===== config.mk =====
export PLATFORM = sky130hd
export DESIGN_NAME = instr_fetch_unit
export DESIGN_NICKNAME = d
export VERILOG_FILES = /design/src/rtl/instr_fetch_unit.sv
export SDC_FILE = /design/constraint.sdc
export NUM_CORES = 1
export LEC_CHECK = 0
export ABC_AREA = 0
export CORE_AREA = 2 2 150 152
export CTS_CLUSTER_DIAMETER = 30
export DETAILED_ROUTE_END_ITERATION = 8
export DIE_AREA = 0 0 152 154
export MAX_ROUTING_LAYER = met4
export PLACE_DENSITY = 0.62
export SLEW_MARGIN = 5
export SYNTH_ARGS = -nofsm -noshare
export SYNTH_HDL_FRONTEND = slang
export SYNTH_SLANG_ARGS = --single-unit
export TNS_END_PERCENT = 100

===== constraint.sdc =====
create_clock -name Clk -period 5.85 [get_ports Clk]
set_clock_uncertainty 0.05 [all_clocks]
set_input_delay 1.17 -clock Clk [delete_from_list [all_inputs] [get_ports Clk]]
set_output_delay 1.17 -clock Clk [all_outputs]
set_load 0.01 [all_outputs]

===== src/rtl/instr_fetch_unit.sv =====
// Instruction fetch sequencer: owns the PC, issues one-outstanding reads to
// instruction memory, buffers returned words in a small FIFO and presents the
// FIFO head to decode. A taken branch redirects the PC, flushes the FIFO and
// discards any response still in flight.
module instr_fetch_unit #(
    parameter int unsigned       ADDR_W    = 32,
    parameter logic [ADDR_W-1:0] RESET_PC  = '0,
    parameter int unsigned       BUF_DEPTH = 2
) (
    input  logic              Clk,
    input  logic              Rst,
    output logic              IMemReq,
    output logic [ADDR_W-1:0] IMemAddr,
    input  logic              IMemValid,
    input  logic [31:0]       IMemData,
    output logic [31:0]       Instruction,
    output logic [ADDR_W-1:0] PCPlus4,
    output logic              InstrValid,
    input  logic              InstrReady,
    input  logic              Branch,
    input  logic              ALUZero,
    input  logic [ADDR_W-1:0] BranchTarget
);

    localparam int unsigned      PTR_W     = $clog2(BUF_DEPTH);
    localparam int unsigned      CNT_W     = $clog2(BUF_DEPTH + 1);
    localparam logic [CNT_W-1:0] DEPTH_CNT = CNT_W'(BUF_DEPTH);

    typedef enum logic [1:0] {
        HOLD,
        FETCH,
        WAIT
    } state_t;

    state_t            state;
    state_t            state_next;
    logic [ADDR_W-1:0] pc;
    logic [ADDR_W-1:0] pc_next;
    logic [ADDR_W-1:0] req_addr;
    logic [ADDR_W-1:0] target;
    logic              drop;
    logic              drop_next;
    logic              taken;
    logic              push;
    logic              pop;
    logic [CNT_W-1:0]  count;
    logic [CNT_W-1:0]  count_after_pop;
    logic [PTR_W-1:0]  rd_ptr;
    logic [PTR_W-1:0]  wr_ptr;
    logic [31:0]       buf_word [BUF_DEPTH];
    logic [ADDR_W-1:0] buf_pcp4 [BUF_DEPTH];

    assign taken           = Branch & ALUZero;
    assign target          = BranchTarget & ~ADDR_W'(3);
    assign InstrValid      = (count != '0);
    assign pop             = InstrValid & InstrReady;
    assign count_after_pop = count - CNT_W'(pop);

    assign IMemReq     = (state == FETCH);
    assign IMemAddr    = (state == FETCH) ? pc : req_addr;
    assign Instruction = InstrValid ? buf_word[rd_ptr] : '0;
    assign PCPlus4     = InstrValid ? buf_pcp4[rd_ptr] : '0;

    // Next-state, PC update, drop tracking and push decision.
    always_comb begin
        state_next = state;
        pc_next    = pc;
        drop_next  = drop;
        push       = 1'b0;
        case (state)
            HOLD: begin
                if (taken || (count_after_pop < DEPTH_CNT)) begin
                    state_next = FETCH;
                end
            end
            FETCH: begin
                pc_next    = pc + ADDR_W'(4);
                state_next = WAIT;
                if (taken) begin
                    drop_next = 1'b1;
                end
            end
            WAIT: begin
                if (IMemValid) begin
                    drop_next = 1'b0;
                    if (taken || drop) begin
                        state_next = FETCH;
                    end else begin
                        push       = 1'b1;
                        state_next = ((count_after_pop + CNT_W'(1)) < DEPTH_CNT) ? FETCH : HOLD;
                    end
                end else if (taken) begin
                    drop_next = 1'b1;
                end
            end
            default: state_next = HOLD;
        endcase
        if (taken) begin
            pc_next = target;
        end
    end

    // Control registers: FSM state, PC, outstanding address, drop flag, FIFO pointers.
    always_ff @(posedge Clk or negedge Rst) begin
        if (!Rst) begin
            state    <= HOLD;
            pc       <= RESET_PC;
            req_addr <= RESET_PC;
            drop     <= 1'b0;
            count    <= '0;
            rd_ptr   <= '0;
            wr_ptr   <= '0;
        end else begin
            state <= state_next;
            pc    <= pc_next;
            drop  <= drop_next;
            if (state == FETCH) begin
                req_addr <= pc;
            end
            if (taken) begin
                count  <= '0;
                rd_ptr <= '0;
                wr_ptr <= '0;
            end else begin
                if (push) begin
                    wr_ptr <= wr_ptr + PTR_W'(1);
                end
                if (pop) begin
                    rd_ptr <= rd_ptr + PTR_W'(1);
                end
                count <= count + CNT_W'(push) - CNT_W'(pop);
            end
        end
    end

    // FIFO storage: word plus the address of the following instruction.
    always_ff @(posedge Clk) begin
        if (push) begin
            buf_word[wr_ptr] <= IMemData;
            buf_pcp4[wr_ptr] <= req_addr + ADDR_W'(4);
        end
    end

endmodule

==> results <==
- The initial utilization of the core area, before any placement, comes to 0.395.
- The achievable clock frequency is 0.250 GHz.
- The post-CTS clock slew at the launch and capture registers of the worst setup and hold paths is 0.07 ns.
- For this design the top-level I/O count stands at 168.
- The number of failing hold endpoints at the final stage is 0.
- The average instance area after synthesis is 13.0 µm².
- The die outline width is 152 µm.
- The Yosys step of the flow raised 0 warnings.
- The data arrival at the endpoint of the critical path is 2.78 ns.
- The classification of the worst setup path is register to primary output.
- The HPWL after detailed placement is 12900 µm.
- The number of antenna cells inserted is 0.
- The endpoint kind of the worst setup timing path is a primary output.
- The floorplan has 54 rows.
- The routed length per instance is 16.7 µm.
- The TritonCTS clock tree is done.
- Power spread over the standard cell area amounts to 385 nW/µm².
- The quantity of hold-fixing buffers added after cts is 0.
- Counting along the longest clock path gives a buffer depth of 2.
- The maximum fanout encountered on the critical timing path is 44.
- The multi-input combinational cells in the finished layout cover a total of 2860 µm².
- The data required time at the worst endpoint is 4.63 ns.
- The final wirelength is 18600 µm.
- The clock sink total is 197.
- Leaving out fill and tap cells, the most frequent cells in the layout are 164 x sky130_fd_sc_hd__clkdlybuf4s50_1, 128 x sky130_fd_sc_hd__edfxtp_1, 86 x sky130_fd_sc_hd__nor2_1.
- The later pin in the worst-skew pair is clocked with a latency of 0.42 ns.
- The relative area change from synthesis to final layout is 29.6%.
- The finished layout holds 1114 standard cells, fillers aside.
- The synthesized instance count is 659.
- The worst-case register-to-register setup slack is 2.54 ns.
- The count of buffers added by post-CTS timing repair for setup is 0.
- The final setup slack of the worst path is 1.85 ns.
- The remaining antenna violation count after routing is 0.
- Summed over all cells, the static leakage comes to 3.82 nW.
- The die height is 154 µm.
- In the routed design, unresolved DRC markers number 0.
- In this run the clock root is driven by a sky130_fd_sc_hd__clkbuf_16.
- The total nets after synthesis is 736.
- In the post-synthesis netlist, the biggest area contributors are sky130_fd_sc_hd__edfxtp_1 45%, sky130_fd_sc_hd__dfrtp_1 20%, sky130_fd_sc_hd__mux2i_1 7.6%.
- The flip-flop and latch count after synthesis is 197.
- In the synthesized netlist the dominant register cell turns out to be sky130_fd_sc_hd__edfxtp_1.
- Of the total synthesized cell area, the portion taken by XOR and XNOR cells is 0.0623.
- The filler cell count is 1879.
- The maximum level of the CTS H-tree is 4.
- Setup repair after global routing left no endpoint under its margin.
- The simple logic cell fraction of the synthesized area is 0.123.
- The global routing usage summed across all routing layers is 0.167.
- sky130_fd_sc_hd__edfxtp_1 takes more of the synthesized area than any other cell.
- The total of buffers placed on input and output ports is 165.
- The worst slack at placement is 1.94 ns.
- In this design, the stage delay of the slowest critical-path cell is 0.86 ns.
- The area fraction in compound gates after synthesis is 0.0239.
- The ratio of routed vias to standard cells is 4.95.
- The fraction of layout cells with a size suffix above 1 is 0.0935.
- The main combinational cell family by area after synthesis is simple AND/OR/NAND/NOR gates.
- In the final layout, flip-flops and latches occupy 5570 µm².
- The startpoint kind of the worst setup timing path is a register.
- Summed over all failing endpoints, the final setup total negative slack is 0 ns.
- The tightest slew margin relative to the limit is 0.216.
- The number of antenna violations at the first check in global routing is 0.
- The run finished with clean final reports.
- The post-synthesis sequential area ratio is 0.650.
- The number of maximum-capacitance violations is 0.
- At the pin with the least slew margin, the transition time is 1.18 ns.
- After global routing the overflow that remains totals 0.
- The source of the critical timing path is state[1].
- After detailed placement, the design holds a cell count of 1082.
- The portion of the clock cycle consumed by the worst path in the final layout is 0.684.
- Entering global routing, the biggest net connects 66 pins.
- The worst-case vdd ir drop is 0.199 mV.
- The slowest stage of the critical path is the sky130_fd_sc_hd__ha_2 cell.
- The adder and majority gate portion of the synthesized area is 0.0102.
- Measured in cells, the most critical reg-to-reg path has a length of 6.
- The number of global-route vias before repair came to 5653.
- The share of synthesized area in the top cell type comes to 0.448.
- The worst hold path passes through 0 cells.
- The path class of the tightest hold or removal check is register to register.
- The number of clock buffers added by TritonCTS is 17.
- The gate family responsible for the most delay along the worst path is adder cells.
- After floorplanning, the core was sized to cover 21700 µm².
- The worst hold path terminates at buf_pcp4[0][1].
- The sum of buffers and inverters on the critical path is 2.
- Of the post-synthesis cell area, the part taken by muxes is 0.111.
- Yosys mapped the design onto 35 distinct sky130hd cell types.
- Routability-driven placement finished with a final weighted congestion of 0.873.
- The library cell used most frequently in the layout, excluding fill and tap cells, is sky130_fd_sc_hd__clkdlybuf4s50_1.
- After synthesis, the share of flip-flops with an asynchronous set or reset is 0.350.
- The worst flop-to-flop path startpoint is state[1].
- The pre-antenna-repair detailed-routing pass consisted of 4 iterations.
- The worst register-to-register path ends at pc[20].
- The net count of the finished layout is 898.
- The die covers 23400 µm².
- After layout, the minimum clock period comes to 4.00 ns.
- Gates resized during post-CTS repair numbered 0.
- The detailed-route via count is 5516.
- The final-report max-slew violation count is 0.
- The number of flops mapped to enable cells by yosys is 128.
- Setup violations remaining at the end of the flow were counted as 0.
- In this run the cell area of the synthesized design comes to 8570 µm².
- The wire length of the first global-routing pass is 29900 µm.
- The start point of the worst hold path is req_addr[1].
- The signal on the critical path passes through inv_1, ha_2, mux2_2, clkdlybuf4s50_1.
- The final cell utilization of the core is 0.512.
- The starting DRC count in detailed routing is 312.
logic make-up after synthesis:
| kind of cell | after synthesis |
|---|---|
| AO/OA/AOI/OAI | 40 |
| XOR/XNOR | 61 |
| adder cells (fa/ha/maj) | 7 |
| buffers and inverters | 42 |
| flip-flops | 197 |
| multiplexers | 92 |
| AND/OR/NAND/NOR | 220 |
state kept, by name, indices dropped and copies added (netlist names):
name and flops:
rd_ptr 1, state 2, pc 30, wr_ptr 1
buf_word 64, req_addr 32, buf_pcp4 64, drop 1
count 2
cell usage after synthesis, drive strengths merged (2+ instances only):
library cell	number
a21oi	4
and2	3
edfxtp	128
nor2b	3
mux2	27
nand4	16
nand3	16
mux2i	65
and4	2
and3	11
nand2b	2
ha	7
nor2	87
clkbuf	26
buf	3
xnor2	42
nor3	10
o21ai	33
xor2	19
nand2	58
inv	12
nor4	10
dfrtp	69
metrics by stage:
stage	hold slack, ns	total power, mW	area, µm²
2_1_floorplan	0.384	2.58	8570
3_3_place_gp	0.394	3.14	10500
3_5_place_dp	0.403	3.18	10500
4_1_cts	0.422	4.33	11100
5_1_grt	0.429	4.50	11100
6_report	0.420	4.28	11100
worst max-delay path by stage:
stage,to,slack (ns),cells after the start
2_1_floorplan,buf_pcp4[0][0],0.66,5
3_3_place_gp,buf_word[0][6],1.99,6
3_5_place_dp,buf_word[0][10],1.94,6
4_1_cts,IMemAddr[19],1.82,4
5_1_grt,IMemAddr[2],1.69,5
6_report,IMemAddr[19],1.85,4
layout make-up:
class                   count  area share
flip-flops and latches    197       0.502
repair buffers            172       0.153
well taps                 280      0.0315
clock buffers              18      0.0386
inverters                  13     0.00451
clock inverters            14      0.0135
multi-input cells         420       0.257
per-layer routing:
metal | vias to the layer above | wire length, µm | global-route usage
met1 | 2695 | 8000 | 0.199
met4 | 0 | 382 | 0.0601
met2 | 144 | 9510 | 0.284
li1 | 2655 | - | -
met3 | 22 | 762 | 0.0333
met5 | - | 0 | -
report_power, final:
group          leakage [nW]  total, mW  internal, mW  switching, mW
clock                 0.263       1.14         0.634          0.507
combinational          1.56       1.17         0.628          0.537
sequential             2.00       1.97          1.74          0.235
No activity file was read; power rests on OpenSTA's default activity.
